===== src/rtl/ppt_multi_regmap_if.sv =====
// Host byte bus between the I2C slave back end and ppt_multi_regmap.
// Handshake: wr_en and rd_en are single-cycle strobes, one byte each, with no
// back-pressure. A read strobe at edge k yields data_out with rd_valid high
// for exactly the cycle after edge k. data_out then holds until the next read.
interface ppt_multi_regmap_if #(
  parameter int ADDR_W = 6
);
  logic [ADDR_W-1:0] address;
  logic [7:0]        data_in;
  logic              wr_en;
  logic              rd_en;
  logic [7:0]        data_out;
  logic              rd_valid;

  modport master (
    output address, data_in, wr_en, rd_en,
    input  data_out, rd_valid
  );

  modport slave (
    input  address, data_in, wr_en, rd_en,
    output data_out, rd_valid
  );
endinterface


===== src/rtl/ppt_multi_regmap.sv =====
// Byte-wide register map for NUM_CH PPT channels: global page plus per-channel pages.
// Optional macro PPT_AUTOSTOP_EN: a rising done[n] also clears RUN[n].
module ppt_multi_regmap #(
  parameter int NUM_CH   = 4,
  parameter int ADDR_W   = 6,
  parameter int CLKDIV_W = 5
) (
  input  logic                   clk,
  input  logic                   rst,
  ppt_multi_regmap_if.slave      bus,
  output logic [CLKDIV_W-1:0]    clk_div,
  output logic [16*NUM_CH-1:0]   period,
  output logic [16*NUM_CH-1:0]   width,
  output logic [16*NUM_CH-1:0]   count,
  output logic [NUM_CH-1:0]      run_ppt,
  input  logic [16*NUM_CH-1:0]   count_done,
  input  logic [NUM_CH-1:0]      done,
  output logic                   irq
);

  // Field index within a channel page: 0 period, 1 width, 2 count.
  logic [NUM_CH-1:0][2:0][15:0] fld_q, fld_d;
  logic [NUM_CH-1:0][2:0][7:0]  hold_q, hold_d;
  logic [NUM_CH-1:0][7:0]       snap_q, snap_d;
  logic [NUM_CH-1:0][15:0]      cdone_w;

  logic [NUM_CH-1:0]   run_q, run_d;
  logic [NUM_CH-1:0]   done_st_q, done_st_d;
  logic [NUM_CH-1:0]   irq_en_q, irq_en_d;
  logic [NUM_CH-1:0]   done_q;
  logic [NUM_CH-1:0]   done_set, done_clr;
  logic [CLKDIV_W-1:0] clk_div_q, clk_div_d;
  logic [7:0]          dout_q, dout_d, rd_data;
  logic                rv_q, rv_d;
  logic                irq_q, irq_d;

  logic [ADDR_W-4:0]   page;
  logic [2:0]          off;

  assign page    = bus.address[ADDR_W-1:3];
  assign off     = bus.address[2:0];
  assign cdone_w = count_done;

  // Read mux works on current state only, so a same-cycle write is not visible.
  always_comb begin
    rd_data = 8'h00;
    snap_d  = snap_q;
    if (page == '0) begin
      case (off)
        3'd0:    rd_data = 8'h50;
        3'd1:    rd_data = 8'(run_q);
        3'd2:    rd_data = 8'(done_st_q);
        3'd3:    rd_data = 8'(irq_en_q);
        3'd4:    rd_data = 8'(clk_div_q);
        default: rd_data = 8'h00;
      endcase
    end
    for (int n = 0; n < NUM_CH; n++) begin
      if (page == (ADDR_W-3)'(n + 1)) begin
        case (off)
          3'd0: rd_data = fld_q[n][0][7:0];
          3'd1: rd_data = fld_q[n][0][15:8];
          3'd2: rd_data = fld_q[n][1][7:0];
          3'd3: rd_data = fld_q[n][1][15:8];
          3'd4: rd_data = fld_q[n][2][7:0];
          3'd5: rd_data = fld_q[n][2][15:8];
          3'd6: begin
            rd_data = cdone_w[n][7:0];
            if (bus.rd_en) snap_d[n] = cdone_w[n][15:8];
          end
          default: rd_data = snap_q[n];
        endcase
      end
    end
  end

  always_comb begin
    run_d     = run_q;
    irq_en_d  = irq_en_q;
    clk_div_d = clk_div_q;
    fld_d     = fld_q;
    hold_d    = hold_q;
    done_clr  = '0;
    done_set  = done & ~done_q;
`ifdef PPT_AUTOSTOP_EN
    run_d     = run_q & ~done_set;
`endif
    if (bus.wr_en) begin
      if (page == '0) begin
        case (off)
          3'd1:    run_d     = bus.data_in[NUM_CH-1:0];
          3'd2:    done_clr  = bus.data_in[NUM_CH-1:0];
          3'd3:    irq_en_d  = bus.data_in[NUM_CH-1:0];
          3'd4:    clk_div_d = bus.data_in[CLKDIV_W-1:0];
          default: ;
        endcase
      end
      for (int n = 0; n < NUM_CH; n++) begin
        if (page == (ADDR_W-3)'(n + 1)) begin
          case (off)
            3'd0:    hold_d[n][0] = bus.data_in;
            3'd1:    fld_d[n][0]  = {bus.data_in, hold_q[n][0]};
            3'd2:    hold_d[n][1] = bus.data_in;
            3'd3:    fld_d[n][1]  = {bus.data_in, hold_q[n][1]};
            3'd4:    hold_d[n][2] = bus.data_in;
            3'd5:    fld_d[n][2]  = {bus.data_in, hold_q[n][2]};
            default: ;
          endcase
        end
      end
    end
    // Set beats clear when both land on the same bit in one cycle.
    done_st_d = (done_st_q & ~done_clr) | done_set;
    irq_d     = |(done_st_q & irq_en_q);
    dout_d    = bus.rd_en ? rd_data : dout_q;
    rv_d      = bus.rd_en;
  end

  always_ff @(posedge clk) begin
    if (rst) begin
      run_q     <= '1;
      done_st_q <= '0;
      irq_en_q  <= '0;
      clk_div_q <= CLKDIV_W'(9);
      for (int n = 0; n < NUM_CH; n++) begin
        fld_q[n][0]  <= 16'd128;
        fld_q[n][1]  <= 16'd1;
        fld_q[n][2]  <= 16'd16;
        hold_q[n][0] <= 8'h80;
        hold_q[n][1] <= 8'h01;
        hold_q[n][2] <= 8'h10;
      end
      snap_q    <= '0;
      done_q    <= '0;
      dout_q    <= 8'h00;
      rv_q      <= 1'b0;
      irq_q     <= 1'b0;
    end else begin
      run_q     <= run_d;
      done_st_q <= done_st_d;
      irq_en_q  <= irq_en_d;
      clk_div_q <= clk_div_d;
      fld_q     <= fld_d;
      hold_q    <= hold_d;
      snap_q    <= snap_d;
      done_q    <= done;
      dout_q    <= dout_d;
      rv_q      <= rv_d;
      irq_q     <= irq_d;
    end
  end

  for (genvar g = 0; g < NUM_CH; g++) begin : g_out
    assign period[16*g +: 16] = fld_q[g][0];
    assign width[16*g +: 16]  = fld_q[g][1];
    assign count[16*g +: 16]  = fld_q[g][2];
  end

  assign clk_div      = clk_div_q;
  assign run_ppt      = run_q;
  assign irq          = irq_q;
  assign bus.data_out = dout_q;
  assign bus.rd_valid = rv_q;

endmodule


===== src/flat_wrapper.sv =====
// flat-port wrapper written by rule: the top's interface ports become plain ports
module ppt_multi_regmap_flat 
#(
  parameter int NUM_CH   = 4,
  parameter int ADDR_W   = 6,
  parameter int CLKDIV_W = 5
)
  (clk, rst, clk_div, period, width, count, run_ppt, count_done, done, irq, bus_address, bus_data_in, bus_wr_en, bus_rd_en, bus_data_out, bus_rd_valid);
  ppt_multi_regmap_if #(.ADDR_W(ADDR_W)) bus_i ();
  input  logic clk;
  input  logic rst;
  output logic [CLKDIV_W-1:0] clk_div;
  output logic [16*NUM_CH-1:0] period;
  output logic [16*NUM_CH-1:0] width;
  output logic [16*NUM_CH-1:0] count;
  output logic [NUM_CH-1:0] run_ppt;
  input  logic [16*NUM_CH-1:0] count_done;
  input  logic [NUM_CH-1:0] done;
  output logic irq;
  input wire logic [$bits(bus_i.address)-1:0] bus_address;
  input wire logic [$bits(bus_i.data_in)-1:0] bus_data_in;
  input wire logic [$bits(bus_i.wr_en)-1:0] bus_wr_en;
  input wire logic [$bits(bus_i.rd_en)-1:0] bus_rd_en;
  output wire logic [$bits(bus_i.data_out)-1:0] bus_data_out;
  output wire logic [$bits(bus_i.rd_valid)-1:0] bus_rd_valid;
  assign bus_i.address = bus_address;
  assign bus_i.data_in = bus_data_in;
  assign bus_i.wr_en = bus_wr_en;
  assign bus_i.rd_en = bus_rd_en;
  assign bus_data_out = bus_i.data_out;
  assign bus_rd_valid = bus_i.rd_valid;
  ppt_multi_regmap #(.NUM_CH(NUM_CH), .ADDR_W(ADDR_W), .CLKDIV_W(CLKDIV_W)) u_core (.clk(clk), .rst(rst), .bus(bus_i), .clk_div(clk_div), .period(period), .width(width), .count(count), .run_ppt(run_ppt), .count_done(count_done), .done(done), .irq(irq));
endmodule

===== config.mk =====
export PLATFORM = sky130hd
export DESIGN_NAME = ppt_multi_regmap_flat
export DESIGN_NICKNAME = d
export VERILOG_FILES = /design/src/rtl/ppt_multi_regmap_if.sv /design/src/rtl/ppt_multi_regmap.sv /design/src/flat_wrapper.sv
export SDC_FILE = /design/constraint.sdc
export NUM_CORES = 1
export LEC_CHECK = 0
export BUFFER_PORTS_ARGS = -buffer_cell sky130_fd_sc_hd__buf_4
export CORE_UTILIZATION = 28
export DETAILED_ROUTE_END_ITERATION = 10
export HOLD_SLACK_MARGIN = 0.15
export PLACE_DENSITY = 0.44
export SYNTH_ARGS = -nofsm -noshare
export SYNTH_HDL_FRONTEND = slang
export SYNTH_SLANG_ARGS = --single-unit

===== constraint.sdc =====
create_clock -name clk -period 1.4 [get_ports clk]
set_input_delay 0.07 -clock clk [delete_from_list [all_inputs] [get_ports clk]]
set_output_delay 0.07 -clock clk [all_outputs]
set_load 0.1 [all_outputs]

Yosys cells after proc, flatten, opt, wreduce, memory -nomap -nowiden
Cells that the tools add are included.
{"block": "op_classes", "n_mux": 13, "bitwise_logic": 6, "reduce_logical": 34, "eq_ne": 10}
{"operator": "8-bit case mux with 7 select lines", "n": 4}
{"operator": "3-bit AND reduction", "n": 31}
{"operator": "8-bit 2-to-1 mux", "n": 5}
{"operator": "7-bit case mux with 5 select lines", "n": 1}
{"operator": "4-bit bitwise AND", "n": 3}
{"operator": "3-bit by 2-bit equality test with 1-bit output, second input constant", "n": 4}
{"operator": "3-bit equality test, second input constant", "n": 4}
{"operator": "4-bit 2-to-1 mux", "n": 3}
{"operator": "4-bit NOT", "n": 2}
{"operator": "3-bit by 1-bit equality test with 1-bit output, second input constant", "n": 2}
{"operator": "3-bit zero test", "n": 2}
{"operator": "4-bit bitwise OR", "n": 1}
{"operator": "4-bit OR reduction", "n": 1}
{"block": "word_totals", "output_inout_bits": 211, "inputBits": 86, "word_cells": 99, "ff_bits": 351}

Depth between registers and ports, before layout
{"block": "depth", "ltp_word": 7, "ltp_mapped": 9, "mapped_depth_nobuf": 6}

Worst setup path after synthesis
Ideal clock, no wire load.
{"block": "synth_timing", "kind": "flip-flop to flip-flop", "from": "register u_core.fld_q, in the netlist u_core.width[55]", "to": "register u_core.dout_q[7] (netlist: u_core.bus.data_out[7])", "setup_slack_ns": -0.602, "arrival_ns": 1.933, "synth_period_minus_slack_ns": 2.002, "stages_incl_launch_ff": 7, "path_buffers": 0, "t_required_ns": 1.331, "setup_ns": 0.069, "path_cell_list": "dfxtp_1 > mux4_2 > nor2_1 > a21oi_1 > o211ai_1 > a311o_1 > o21ai_1"}
{"block": "synth_between", "elab_chain_cells": 2}
{"element": "from (decl)", "line_no": "ppt_multi_regmap.sv:22", "rtl": "logic [NUM_CH-1:0][2:0][15:0] fld_q, fld_d;"}
{"element": "from (signal assigned)", "line_no": "ppt_multi_regmap.sv:143", "rtl": "fld_q <= fld_d;"}
{"element": "8-bit case mux with 7 select lines", "line_no": "ppt_multi_regmap.sv:60", "rtl": "case (off)"}
{"element": "8-bit 2-to-1 mux", "line_no": "ppt_multi_regmap.sv:59", "rtl": "if (page == (ADDR_W-3)'(n + 1)) begin"}
{"element": "to (signal assigned)", "line_no": "ppt_multi_regmap.sv:147", "rtl": "dout_q <= dout_d;"}
{"element": "to (decl)", "line_no": "ppt_multi_regmap.sv:33", "rtl": "logic [7:0] dout_q, dout_d, rd_data;"}
No other way between the ends.
A chain may end at the register's enable or synchronous reset.

Worst setup path in the final report
{"block": "layout_timing", "from": "register u_core.fld_q, in the netlist u_core.count[20]", "to": "register u_core.dout_q[4] (netlist: u_core.bus.data_out[4])"}
{"block": "layout_between", "elab_chain_cells": 4}
{"element": "8-bit case mux with 7 select lines", "line_no": "ppt_multi_regmap.sv:60"}
{"element": "8-bit 2-to-1 mux (3 in series)", "line_no": "ppt_multi_regmap.sv:59"}
No other way between the ends.

==> results.sh <==
export IMPL_syn2layout_area_growth_pct=52.9
export IMPL_initial_core_util_pct=28.5
export IMPL_cts_path_max_buffers=3
export IMPL_drv_slew=0
export IMPL_vias_per_cell=5.01
export IMPL_fmax_mhz=620
export IMPL_clockRootBuffer="clkbuf_16"
export IMPL_yosysWarningCount=0
export IMPL_worstRegToRegCells=7
export IMPL_pwr_share_seq_pct=42.7
export IMPL_timing_final_ws_setup_ns=-0.212
export IMPL_startpoint_type="flip-flop"
export IMPL_arrival_ns=2.06
export IMPL_synth_top_family_by_area="simple AND/OR/NAND/NOR gates"
export IMPL_cts_buffers=42
export IMPL_power_switching_mw=5.98
export IMPL_synthFlopType="dfxtp_1"
export IMPL_grt_pass1_wl_um=101000
export IMPL_grt_max_degree=59
export IMPL_io_pins=297
export IMPL_yosysSeqAreaShare_pct=46.8
export IMPL_dpl_hpwl_um=51300
export IMPL_combPwrFrac_pct=10.3
export IMPL_post_drt_wl_per_cell_um=22.4
export IMPL_crit_chain="mux2_4 -> a221oi_2 -> a31oi_1 -> o221ai_2 -> buf_4 -> o211a_1 -> a31oi_1"
export IMPL_synthCells=1883
export IMPL_insertion_delay_ns=0.57
export IMPL_min_to="u_core.irq_en_q[3]"
export IMPL_setup_viol=88
export IMPL_reg2reg_slack_ns=-0.21
export IMPL_cp_required_ns=1.84
export IMPL_grt_use_total_pct=25.4
export IMPL_place_congestion=0.911
export IMPL_first_pass_iters=9
export IMPL_hold_viol=0
export IMPL_synth_most_common_cell="nand2_1"
export IMPL_postRouteAntennaNets=0
export IMPL_core_region_area_mm2=0.0528
export IMPL_synth_area_top_cells="dfxtp_1 (47%), nand2_1 (15%), a21oi_1 (10%)"
export IMPL_antenna_found_initial=0
export IMPL_violations="DRC, setup timing"
export IMPL_criticalPathCategory="flip-flop to flip-flop"
export IMPL_synth_xor_area_share_pct=0
export IMPL_die_w_um=234
export IMPL_synth_cell_types=59
export IMPL_yosysTopAreaCellShare_pct=46.8
export IMPL_yosys_area_share_adder_pct=0
export IMPL_synth_mux_area_fraction_pct=7.16
export IMPL_synth_edf_count=0
export IMPL_status="complete, but fails checks"
export IMPL_drc=42
export IMPL_power_mw=23.3
export IMPL_slowest_stage="dfxtp_4"
export IMPL_hp_start="bus_address[5]"
export IMPL_fin_skew_ns=0.0183
export IMPL_synthSimpleGateAreaFrac_pct=23.1
export IMPL_syn_num_nets=1969
export IMPL_clock_sinks=351
export IMPL_cts_clk_slew_worst_paths_ns=0.06
export IMPL_finalSetupTns_ns=-10.37
export IMPL_path_common_cell="a31oi_1"
export IMPL_hp_class="input pin to flip-flop"
export IMPL_p_clk_share_pct=47.0
export IMPL_rsz0062_at_grt="yes"
export IMPL_relSlewSlack_pct=62.2
export IMPL_synth_seq_cells=351
export IMPL_r2r_start="u_core.count[20]"
export IMPL_grt_pass1_vias=15200
export IMPL_p_leak_nw=8.93
export IMPL_drive_gt1_share_pct=39.2
export IMPL_diodes=0
export IMPL_nets=2510
export IMPL_grt_overflow=0
export IMPL_yosysTopAreaCell="dfxtp_1"
export IMPL_synth_avg_cell_area_um2=7.98
export IMPL_finalWirelength_um=70400
export IMPL_crit_path_end_kind="flip-flop"
export IMPL_die_area_mm2=0.0546
export IMPL_peakVddDrop_mv=0.677
export IMPL_port_buffers=296
export IMPL_h_tree_depth=2
export IMPL_die_y_um=234
export IMPL_row_count=84
export IMPL_maxCapViolCount=0
export IMPL_num_vias=15800
export IMPL_ys_async_sr_fraction_pct=0
export IMPL_period_share_pct=115
export IMPL_switching_share_pct=25.7
export IMPL_fin_crit_ns=1.61
export IMPL_p_per_area_mw_per_mm2=1020
export IMPL_synth_compound_area_share_pct=17.6
export IMPL_holdPathStages=6
export IMPL_cpPeakStageDelay_ns=0.35
export IMPL_drtIter0Drc=1247
export IMPL_synthTopCellsByCount="nand2_1 (584), dfxtp_1 (351), a21oi_1 (312), nand3_1 (104), buf_2 (62)"
export IMPL_power_internal_mw=17.3
export IMPL_netlist_area_mm2=0.0150
export IMPL_cts_tree="built"
export IMPL_critical_path_max_fanout=2
export IMPL_r2r_end="u_core.bus.data_out[4]"
export IMPL_worst_slew_pin_slew_ns=0.567
## flip-flops by register name (all words and copies together), names as in the netlist, 4 cells and up
register / count
u_core.hold_q: 96
u_core.count: 64
u_core.period: 64
u_core.width: 64
u_core.snap_q: 32
u_core.bus.data_out: 8
u_core.clk_div: 5
u_core.done_q: 4
u_core.done_st_q: 4
u_core.irq_en_q: 4
u_core.run_ppt: 4
## how the worst max path moves through the flow
stage / endpoint / from / cells past startpoint
5_1_grt: u_core.bus.data_out[4] / u_core.count[20] / 7
2_1_floorplan: u_core.bus.data_out[6] / u_core.count[54] / 6
6_report: u_core.bus.data_out[4] / u_core.count[20] / 7
3_3_place_gp: u_core.bus.data_out[0] / bus_address[1] / 9
4_1_cts: u_core.bus.data_out[4] / u_core.count[20] / 7
3_5_place_dp: u_core.bus.data_out[7] / bus_address[1] / 8
## layout make-up
class	count	area (um2)
multi-input cells	1373	7490
clock inverters	12	82.6
clock buffers	66	1290
well taps	688	861
inverters	10	37.5
flip-flops and latches	351	7460
fillers	5286	29800
repair buffers	646	5740
## per-layer routing
layer  up-vias  track usage (%)  wire length [um]
li1       7562                -                 -
met1      7598             34.9             31700
met2       520             41.4             33200
met3        85             2.94              4000
met4         0             7.10              1510
met5         -                0                 0
## through the flow
| stage | hold WS [ns] | std cells | instance area (um2) | util (%) | setup WS, ns |
|---|---|---|---|---|---|
| after floorplan | 0.198 | 1883 | 15500 | - | -0.186 |
| after CTS | 0.155 | 3145 | 22800 | 43.3 | -0.254 |
| after detailed placement | 0.302 | 3011 | 20600 | 39.0 | -0.652 |
| after global routing | 0.207 | 3146 | 23000 | 43.5 | -0.296 |
| final | 0.179 | 3146 | 23000 | 43.5 | -0.212 |
| after global placement | 0.300 | 3011 | 20600 | 39.0 | -0.576 |
## cell families (layout without fill, tap and decap cells)
| kind of cell | Yosys count | count (layout) |
|---|---|---|
| flops | 351 | 351 |
| compound gates | 471 | 471 |
| mux | 89 | 89 |
| simple gates | 813 | 813 |
| buf+inv | 159 | 734 |
## placed cells by master, fill, tap and decap left out, types with 14 or more instances in the layout
cell type	count
nand2_1	584
a21oi_1	304
clkbuf_1	14
buf_6	50
dfxtp_2	122
dfxtp_1	154
buf_12	43
nand3_1	102
dfxtp_4	75
o21ai_0	54
o211ai_1	15
clkbuf_16	46
mux2i_1	48
nor2_1	48
dlygate4sd3_1	54
mux2_2	18
buf_4	494
## power groups by stage
| stage | combinational [mW] | sequential (mW) | clock [mW] |
|---|---|---|---|
| 3_5_place_dp | 2.20 | 10.2 | 0 |
| 3_3_place_gp | 2.19 | 10.2 | 0 |
| 5_1_grt | 2.52 | 9.97 | 11.5 |
| 4_1_cts | 2.38 | 9.96 | 11.2 |
| 6_report | 2.40 | 9.97 | 11.0 |
| 2_1_floorplan | 0.858 | 10.4 | 0 |
## timing repair
item,4_1_cts,5_1_grt
setup endpoints to repair,54,263
resized for setup,83,28
pin swaps,13,11
endpoints found under the hold margin,274,4
buffers inserted,0,1
hold buffers,56,1
## critical path, delay by kind of cell (launching register included)
kind | cells | cell delay [ns]
multiplexers | 1 | 0.26
AO/OA/AOI/OAI | 5 | 0.72
buffers and inverters | 1 | 0.16
flip-flops | 1 | 0.35
(Power assumes the default switching activity.)
